**config.mk**
```make
export PLATFORM = sky130hd
export DESIGN_NAME = instr_fetch_axi_flat
export DESIGN_NICKNAME = d
export VERILOG_FILES = /design/src/rtl/instr_fetch_axi_if.sv /design/src/rtl/instr_fetch_axi.sv /design/src/flat_wrapper.sv
export SDC_FILE = /design/constraint.sdc
export NUM_CORES = 1
export LEC_CHECK = 0
export ABC_AREA = 1
export ABC_CLOCK_PERIOD_IN_PS = 3900
export CAP_MARGIN = 20
export CORE_MARGIN = 2
export CORE_UTILIZATION = 52
export DETAILED_ROUTE_END_ITERATION = 7
export PLACE_DENSITY = 0.94
export SYNTH_ARGS = -nofsm -noshare
export SYNTH_HDL_FRONTEND = slang
export SYNTH_SLANG_ARGS = --single-unit
```
**constraint.sdc**
```tcl
create_clock -name clk -period 3.9 [get_ports clk]
set_input_delay 0.585 -clock clk [delete_from_list [all_inputs] [get_ports clk]]
set_output_delay 0.585 -clock clk [all_outputs]
set_load 0.02 [all_outputs]
```
**src/rtl/instr_fetch_axi_if.sv**
```systemverilog
// AXI4-Lite read-channel bundle between the fetch stage (master) and the instruction memory (slave).
interface instr_fetch_axi_if #(
  parameter int ADDR_W = 32,
  parameter int DATA_W = 32
);
  logic [ADDR_W-1:0] araddr;
  logic              arvalid;
  logic              arready;
  logic [DATA_W-1:0] rdata;
  logic [1:0]        rresp;
  logic              rvalid;
  logic              rready;

  modport master (
    output araddr, arvalid, rready,
    input  arready, rdata, rresp, rvalid
  );

  modport slave (
    input  araddr, arvalid, rready,
    output arready, rdata, rresp, rvalid
  );
endinterface

```
**src/rtl/instr_fetch_axi.sv**
```systemverilog
// Instruction fetch stage: one AXI4-Lite read per request, owns the PC,
// presents the fetched word with a one-cycle valid pulse and flags bus errors.
module instr_fetch_axi #(
  parameter int                ADDR_W   = 32,
  parameter int                DATA_W   = 32,
  parameter int unsigned       PC_STEP  = 4,
  parameter logic [ADDR_W-1:0] RESET_PC = '0
) (
  input  logic                  clk,
  input  logic                  rst,
  input  logic                  fetch_req,
  input  logic                  pc_load,
  input  logic [ADDR_W-1:0]     pc_load_val,
  input  logic                  err_clr,
  output logic [ADDR_W-1:0]     pc,
  output logic [DATA_W-1:0]     instr,
  output logic                  instr_valid,
  output logic                  busy,
  output logic                  fetch_err,
  instr_fetch_axi_if.master     m_axi
);

  typedef enum logic [1:0] {S_IDLE, S_ADDR, S_DATA, S_DONE} state_t;

  state_t              state_q, state_d;
  logic [ADDR_W-1:0]   pc_q, pc_d;
  logic [DATA_W-1:0]   instr_q, instr_d;
  logic                instr_valid_q, instr_valid_d;
  logic                busy_q, busy_d;
  logic                err_q, err_d;
  logic [ADDR_W-1:0]   araddr_q, araddr_d;
  logic                arvalid_q, arvalid_d;
  logic                rready_q, rready_d;
  logic                pend_q, pend_d;
  logic [ADDR_W-1:0]   pend_val_q, pend_val_d;

  always_ff @(posedge clk) begin
    if (rst) begin
      state_q       <= S_IDLE;
      pc_q          <= RESET_PC;
      instr_q       <= '0;
      instr_valid_q <= 1'b0;
      busy_q        <= 1'b0;
      err_q         <= 1'b0;
      araddr_q      <= '0;
      arvalid_q     <= 1'b0;
      rready_q      <= 1'b0;
      pend_q        <= 1'b0;
      pend_val_q    <= '0;
    end else begin
      state_q       <= state_d;
      pc_q          <= pc_d;
      instr_q       <= instr_d;
      instr_valid_q <= instr_valid_d;
      busy_q        <= busy_d;
      err_q         <= err_d;
      araddr_q      <= araddr_d;
      arvalid_q     <= arvalid_d;
      rready_q      <= rready_d;
      pend_q        <= pend_d;
      pend_val_q    <= pend_val_d;
    end
  end

  always_comb begin
    state_d       = state_q;
    pc_d          = pc_q;
    instr_d       = instr_q;
    instr_valid_d = 1'b0;
    err_d         = err_q;
    araddr_d      = araddr_q;
    arvalid_d     = arvalid_q;
    rready_d      = rready_q;
    pend_d        = pend_q;
    pend_val_d    = pend_val_q;

    if (err_clr) begin
      err_d = 1'b0;
    end

    // A jump arriving mid-fetch is parked and applied once the fetch retires.
    if (state_q != S_IDLE && pc_load) begin
      pend_d     = 1'b1;
      pend_val_d = pc_load_val;
    end

    unique case (state_q)
      S_IDLE: begin
        if (pc_load) begin
          pc_d = pc_load_val;
        end else if (fetch_req) begin
          araddr_d  = pc_q;
          arvalid_d = 1'b1;
          state_d   = S_ADDR;
        end
      end
      S_ADDR: begin
        if (arvalid_q && m_axi.arready) begin
          arvalid_d = 1'b0;
          rready_d  = 1'b1;
          state_d   = S_DATA;
        end
      end
      S_DATA: begin
        if (rready_q && m_axi.rvalid) begin
          instr_d       = m_axi.rdata;
          instr_valid_d = 1'b1;
          rready_d      = 1'b0;
          state_d       = S_DONE;
          if (m_axi.rresp != 2'b00) begin
            err_d = 1'b1;
          end else if (!(pend_q || pc_load)) begin
            pc_d = pc_q + ADDR_W'(PC_STEP);
          end
        end
      end
      S_DONE: begin
        state_d = S_IDLE;
        pend_d  = 1'b0;
        if (pc_load) begin
          pc_d = pc_load_val;
        end else if (pend_q) begin
          pc_d = pend_val_q;
        end
      end
      default: state_d = S_IDLE;
    endcase

    busy_d = (state_d != S_IDLE);
  end

  assign pc           = pc_q;
  assign instr        = instr_q;
  assign instr_valid  = instr_valid_q;
  assign busy         = busy_q;
  assign fetch_err    = err_q;
  assign m_axi.araddr  = araddr_q;
  assign m_axi.arvalid = arvalid_q;
  assign m_axi.rready  = rready_q;

endmodule
```
**src/flat_wrapper.sv**
```systemverilog
// flat-port wrapper written by rule: the top's interface ports become plain ports
module instr_fetch_axi_flat 
#(
  parameter int                ADDR_W   = 32,
  parameter int                DATA_W   = 32,
  parameter int unsigned       PC_STEP  = 4,
  parameter logic [ADDR_W-1:0] RESET_PC = '0
)
  (clk, rst, fetch_req, pc_load, pc_load_val, err_clr, pc, instr, instr_valid, busy, fetch_err, m_axi_araddr, m_axi_arvalid, m_axi_rready, m_axi_arready, m_axi_rdata, m_axi_rresp, m_axi_rvalid);
  instr_fetch_axi_if #(.ADDR_W(ADDR_W), .DATA_W(DATA_W)) m_axi_i ();
  input  logic clk;
  input  logic rst;
  input  logic fetch_req;
  input  logic pc_load;
  input  logic [ADDR_W-1:0] pc_load_val;
  input  logic err_clr;
  output logic [ADDR_W-1:0] pc;
  output logic [DATA_W-1:0] instr;
  output logic instr_valid;
  output logic busy;
  output logic fetch_err;
  output wire logic [$bits(m_axi_i.araddr)-1:0] m_axi_araddr;
  output wire logic [$bits(m_axi_i.arvalid)-1:0] m_axi_arvalid;
  output wire logic [$bits(m_axi_i.rready)-1:0] m_axi_rready;
  input wire logic [$bits(m_axi_i.arready)-1:0] m_axi_arready;
  input wire logic [$bits(m_axi_i.rdata)-1:0] m_axi_rdata;
  input wire logic [$bits(m_axi_i.rresp)-1:0] m_axi_rresp;
  input wire logic [$bits(m_axi_i.rvalid)-1:0] m_axi_rvalid;
  assign m_axi_araddr = m_axi_i.araddr;
  assign m_axi_arvalid = m_axi_i.arvalid;
  assign m_axi_rready = m_axi_i.rready;
  assign m_axi_i.arready = m_axi_arready;
  assign m_axi_i.rdata = m_axi_rdata;
  assign m_axi_i.rresp = m_axi_rresp;
  assign m_axi_i.rvalid = m_axi_rvalid;
  instr_fetch_axi #(.ADDR_W(ADDR_W), .DATA_W(DATA_W), .PC_STEP(PC_STEP), .RESET_PC(RESET_PC)) u_core (.clk(clk), .rst(rst), .fetch_req(fetch_req), .pc_load(pc_load), .pc_load_val(pc_load_val), .err_clr(err_clr), .pc(pc), .instr(instr), .instr_valid(instr_valid), .busy(busy), .fetch_err(fetch_err), .m_axi(m_axi_i));
endmodule
```
==> results of run 1 <==
==> critical path, stage by stage <==
cell and delay [ns]:
clkdlybuf4s50_1 0.67, nor2_1 0.27, nand2_1 0.08, o21ai_1 0.16
nand2_2 0.38, inv_2 0.49, o21ai_0 0.20, a21oi_1 0.21
==> path summary, 6_finish.rpt <==
path | startpoint | slack [ns] | depth (start not counted) | to
setup / recovery | pc_load | 1.20 | 8 | u_core.pc[12]$_SDFFE_PP0P_
hold / removal | u_core.pend_val_q[31]$_SDFFE_PP0P_ | 0.47 | 2 | u_core.pend_val_q[31]$_SDFFE_PP0P_
setup reg to reg | u_core.state_q[1]$_SDFF_PP0_ | 1.30 | 8 | u_core.pc[12]$_SDFFE_PP0P_
hold reg to reg | u_core.pend_val_q[31]$_SDFFE_PP0P_ | 0.47 | 2 | u_core.pend_val_q[31]$_SDFFE_PP0P_
==> power breakdown <==
part	leakage [nW]	internal, W	switching (W)
sequential	1.11	0.00147	0.0000842
clock	0.298	0.00108	0.000599
combinational	1.95	0.000233	0.000288
==> sequential cells by signal, summed over array words and instances, names as in the netlist <==
| register | count |
|---|---|
| u_core.instr_valid | 1 |
| u_core.pend_q | 1 |
| u_core.state_q | 2 |
| u_core.m_axi.araddr | 32 |
| u_core.fetch_err | 1 |
| u_core.m_axi.rready | 1 |
| u_core.pc | 32 |
| u_core.m_axi.arvalid | 1 |
| u_core.instr | 32 |
| u_core.pend_val_q | 32 |
| u_core.busy | 1 |
==> layout make-up <==
cell class / count / area, sq um
Multi-Input combinational cell: 634 / 2870
Fill cell: 865 / 2930
Tap cell: 143 / 179
Inverter: 76 / 285
Sequential cell: 136 / 2720
Timing Repair Buffer: 182 / 1810
Clock buffer: 24 / 502
Clock inverter: 7 / 115
==> per-layer routing <==
metal  up-vias  share of wire, %  track usage, %
met4         0               5.2            19.3
li1       3242                 -               -
met5         -                 0               0
met3        94                11            10.3
met2       427                47            50.8
met1      3066                37            35.0
==> through the flow <==
| step | std cells | setup slack [ns] |
|---|---|---|
| 2_1_floorplan | 897 | 2.14 |
| 3_5_place_dp | 1171 | 0.950 |
| 4_1_cts | 1202 | 1.29 |
| 5_1_grt | 1202 | 1.02 |
| 3_3_place_gp | 1171 | 1.06 |
| 6_report | 1202 | 1.20 |
==> placed cells by master, fill, tap and decap left out, types with 4 or more instances in the layout <==
master / instances
a211oi_1: 5
a21oi_1: 91
buf_4: 8
clkbuf_16: 17
clkbuf_8: 5
clkdlybuf4s50_1: 173
dfxtp_1: 136
inv_1: 69
inv_2: 5
nand2_1: 111
nand3_1: 67
nor2_1: 176
nor3_1: 5
o21ai_0: 159
or2_2: 4
==> kinds of logic (layout without fill, tap and decap cells) <==
family / count (synthesis) / after routing / synth area share [%]
flops: 136 / 136 / 44.7
simple gates: 370 / 370 / 24.7
compound gates: 263 / 263 / 22.1
buf+inv: 127 / 289 / 8.28
fa+ha+maj: 1 / 1 / 0.205
==> out/metrics.cfg, run 1 <==
[run_status]
outcome = completed

[floorplanning]
die_area_sq_um = 12600
die_h_um = 112
core-area_sq_um = 11400
boundaryPins = 174
dieWidth_um = 112
initial_utilization_pct = 53.3
std_cell_rows = 39

[grt]
grt_overflow = 0
grt_pass1_vias = 6707
gr-usage-all-layers_pct = 31.0
grt_pass1_wl_um = 31400
grt_start_max_net_pins = 56
antenna_found_initial = 0

[synth]
area_fraction_of_the_dominant_cell_type_after_synthesis_pct = 44.7
synth_flop_cell = dfxtp_1
synth-warning-count = 0
synth_commonest_cells = nor2_1 (178), o21ai_0 (159), dfxtp_1 (136), nand2_1 (111), a21oi_1 (91)
count_of_flip_flops_with_a_built_in_enable_after_synthesis = 0
syn-instance-count = 897
cell_types_occupying_the_most_area_after_synthesis = dfxtp_1 (45%), o21ai_0 (13%), nor2_1 (11%)
mappedNetlistNets = 971
netlist_area_sq_um = 6090
synth.largest_area_cell = dfxtp_1
synth-async-reset-ratio_pct = 0
postSynthAreaPerCell_sq_um = 6.79
yosys_register_bits = 136
post-synth-top-count-cell = nor2_1
ys_seq_area_share_pct = 44.7
yosys.cell_types.count = 27

[power]
vdd_drop_max_mv = 0.344
total_power_w = 0.00376
p_per_area_nw_per_um2 = 443
cellLeakagePower_nw = 3.36

[cts]
cts_made_buffers = 17
clock-sinks = 136
post_cts_setup_buffers = 0
clk_pin_slew_worst_paths_ns = 0.06
cts-hold-fix-buffers = 0
insertion_delay_ns = 0.43
clock_path_buffers = 2
cts_resized = 0
cts_root_buf = clkbuf_16
cts_tree = done
cts_max_level = 4

[route]
first_pass_iters = 7
routed-via-count = 6829
via_per_inst = 5.68
finalWirelength_um = 19300
antenna_left = 0
drtIter0Drc = 799
routedWlPerCell_um = 16.1
remaining_drc_errors = 0

[sta]
fin_skew_ns = 0.00479
final.setup.tns_ns = 0
worst_hold_slack_ns = 0.468
setup_viol_count_final = 0
report.final.slew_viol_count = 0
hold_violations = 0
rsz_0062_raised_after_global_routing = false
fmax_mhz = 370
timing.final.crit_share_pct = 69.4
timing.max_slew.rel_slack_pct = 54.1
period_needed_ns = 2.70
worst_slew_pin_slew_ns = 0.688

[placed_design]
placedInstanceArea_sq_um = 7870
hpwl_um = 13200
place_congestion = 0.985
placement.io_buffers = 173

[cells_and_area]
post_layout_nets = 1121
layout-drive-gt1-share_pct = 4.91
synthToLayoutAreaGrowth_pct = 39.4
postLayoutCoreUtil_pct = 74.3
antenna_cells = 0
post-route-cell-area_sq_um = 8490

[min_path]
min_path_type = register to register

[flow_run]
drv.max_cap_violation_count = 0

[worst_setup_path]
critical_path_peak_fanout = 35
worst_ep_required_ns = 4.25
crit_path_end_kind = register
critPathKind = input pin to register
crit_arrival_ns = 3.05
timing.critical_path.from_type = input pin

(Power assumes the default switching activity.)
==> run 2: changes to the inputs <==
--- a/config.mk
+++ b/config.mk
@@ -6,12 +6,12 @@
 export NUM_CORES = 1
 export LEC_CHECK = 0
 export ABC_AREA = 1
-export ABC_CLOCK_PERIOD_IN_PS = 3900
+export ABC_CLOCK_PERIOD_IN_PS = 2350
 export CAP_MARGIN = 20
 export CORE_MARGIN = 2
-export CORE_UTILIZATION = 52
+export CORE_UTILIZATION = 43
 export DETAILED_ROUTE_END_ITERATION = 7
-export PLACE_DENSITY = 0.94
+export PLACE_DENSITY = 0.84
 export SYNTH_ARGS = -nofsm -noshare
 export SYNTH_HDL_FRONTEND = slang
 export SYNTH_SLANG_ARGS = --single-unit
==> constraint.sdc (replaced) <==
create_clock -name clk -period 2.35 [get_ports clk]
set_input_delay 0.3525 -clock clk [delete_from_list [all_inputs] [get_ports clk]]
set_output_delay 0.3525 -clock clk [all_outputs]
set_load 0.02 [all_outputs]
==> run 2 against run 1 <==
Sequential power grew 65%. Hold slack lost 0.016 ns. Clock-buffer cell count shrank 4. Total power grew 65%. Combinational power grew 69%. Via count shrank 1.9%. Clock skew is essentially flat. Register-to-register slack lost 0.97 ns.
==> out/metrics.cfg, run 2 (same netlist as run 1, synthesis figures left out) <==
[worst_setup_path]
critical_path.cell_chain = inv_1, nor2_1, nand2_1, nor2_1, nand2_1, nand2_1, nand3_1, a21oi_1
critical_path_peak_fanout = 7
critical-path-slowest-cell = dfxtp_1
count_of_buffer_and_inverter_cells_on_the_critical_path = 1
worst_r2r_endpoint = u_core.pc[21]$_SDFFE_PP0P_
timing.critical_path.from_type = register
critPathKind = register to register
critPathMaxStageDelay_ns = 0.49
r2r_cells = 8
crit_arrival_ns = 2.37
crit_path_end_kind = register
rrSetupSlack_ns = 0.33
worst_ep_required_ns = 2.70
crit_family = simple AND/OR/NAND/NOR gates
critical_path_s_most_frequent_cell = nand2_1
r2r-start = u_core.pc[2]$_SDFFE_PP0P_

[sta]
fmax_mhz = 494
timing.max_slew.rel_slack_pct = 61.8
timing.final.crit_share_pct = 86.1
report.final.slew_viol_count = 0
setup_viol_count_final = 0
hold_violations = 0
final.setup.tns_ns = 0
fin_skew_ns = 0.00452
worst_hold_slack_ns = 0.452
rsz_0062_raised_after_global_routing = false
worst_slew_pin_slew_ns = 0.572
period_needed_ns = 2.02

[route]
first_pass_iters = 7
routedWlPerCell_um = 15.5
via_per_inst = 5.38
antenna_left = 0
routed-via-count = 6702
drtIter0Drc = 673
finalWirelength_um = 19300
remaining_drc_errors = 0

[power]
p_per_area_nw_per_um2 = 721
intPower_w = 0.00462
vdd_drop_max_mv = 0.546
sequential_fraction_of_design_power_pct = 41.6
pwr-share-clk_pct = 44.2
cellLeakagePower_nw = 3.40
p_sw_share_pct = 25.4
power_switching_w = 0.00158
power.combinational.fraction_pct = 14.2

[cts]
cts_max_level = 4
cts_root_buf = clkbuf_16
insertion_delay_ns = 0.42
clk_pin_slew_worst_paths_ns = 0.05
clock_path_buffers = 2
cts_resized = 0
cts_tree = done
cts-hold-fix-buffers = 0
post_cts_setup_buffers = 0
cts_made_buffers = 17
clock-sinks = 136

[floorplanning]
initial_utilization_pct = 43.9
boundaryPins = 174
die_area_sq_um = 15100
core-area_sq_um = 13900
std_cell_rows = 43
die_h_um = 123
dieWidth_um = 123

[flow_run]
drv.max_cap_violation_count = 0

[grt]
antenna_found_initial = 0
grt_overflow = 0
gr-usage-all-layers_pct = 26.0
grt_pass1_wl_um = 30500
grt_pass1_vias = 6314
grt_start_max_net_pins = 88

[cells_and_area]
final_cells = 1245
most-common-layout-cells = nor2_1 (176), clkdlybuf4s50_1 (173), o21ai_0 (159), dfxtp_1 (136), nand2_1 (111)
post_layout_nets = 1128
layout-drive-gt1-share_pct = 5.45
synthToLayoutAreaGrowth_pct = 41.3
antenna_cells = 0
layout_commonest_cell = nor2_1

[run_status]
outcome = completed

[min_path]
startpoint_of_the_lowest_slack_hold_path = u_core.pend_val_q[2]$_SDFFE_PP0P_
holdPathEnd = u_core.pend_val_q[2]$_SDFFE_PP0P_
timing.hold.worst_path_depth = 2
min_path_type = register to register

[placed_design]
placement.io_buffers = 173
hpwl_um = 13800
placed_cells_incl_taps = 1215
place_congestion = 0.942

## run 2: cell types whose count changed in the layout (fill, tap and decap cells not counted), sizes merged
cell	delta
clkinvlp	-1
buf	+7
clkinv	+3
clkbuf	-4
bufinv	+1
## run 2: final cells by class
cell class	count	area, sq um
flip-flops and latches	136	2720
repair buffers	189	1900
multi-input cells	634	2870
well taps	180	225
clock buffers	20	447
fillers	1203	5280
clock inverters	10	153
inverters	76	285
## run 2: how the worst max path moves through the flow
stage                                             to  slack, ns  depth (start not counted)                    startpoint
after global routing       u_core.pc[1]$_SDFFE_PP0P_       0.21                          8  u_core.state_q[1]$_SDFF_PP0_
after global placement    u_core.pc[15]$_SDFFE_PP0P_       0.29                          7                       pc_load
after CTS                                     pc[13]       0.36                          1    u_core.pc[13]$_SDFFE_PP0P_
after detailed placement   u_core.pc[1]$_SDFFE_PP0P_       0.25                          9                       pc_load
final                     u_core.pc[21]$_SDFFE_PP0P_       0.33                          8     u_core.pc[2]$_SDFFE_PP0P_
after floorplan           u_core.pc[28]$_SDFFE_PP0P_       0.72                          9     u_core.pc[2]$_SDFFE_PP0P_
## run 2: power by group through the flow
stage                     logic (W)  clock network (W)  registers [W]
final                      0.000879            0.00274        0.00258
after global routing       0.000960            0.00286        0.00260
after CTS                  0.000880            0.00277        0.00258
after detailed placement   0.000872                  0        0.00262
after global placement     0.000858                  0        0.00262
after floorplan            0.000329                  0        0.00270
## run 2: worst reg2reg max path: stages, from the launching register on
cell     delay, ns
dfxtp_1       0.49
inv_1         0.19
nor2_1        0.22
nand2_1       0.17
nor2_1        0.47
nand2_1       0.11
nand2_1       0.08
nand3_1       0.09
a21oi_1       0.14
## run 2: per-stage QoR
stage / utilization [%] / instance area (sq um) / power, W / setup WS [ns]
floorplan: - / 6090 / 0.00303 / 0.716
global placement: 57.7 / 8010 / 0.00348 / 0.287
detailed placement: 57.7 / 8010 / 0.00350 / 0.248
CTS: 62.0 / 8610 / 0.00623 / 0.363
global route: 62.0 / 8610 / 0.00642 / 0.214
finish: 62.0 / 8610 / 0.00620 / 0.327
## run 2: layer usage
layer | part of all wire, % | GRT usage [%] | wire, um | vias to the layer above
met3 | 10 | 9.41 | 1970 | 59
met4 | 4.0 | 13.1 | 770 | 0
met2 | 46 | 41.6 | 8950 | 380
met1 | 39 | 30.6 | 7570 | 2996
met5 | 0 | 0 | 0 | -
li1 | - | - | - | 3267
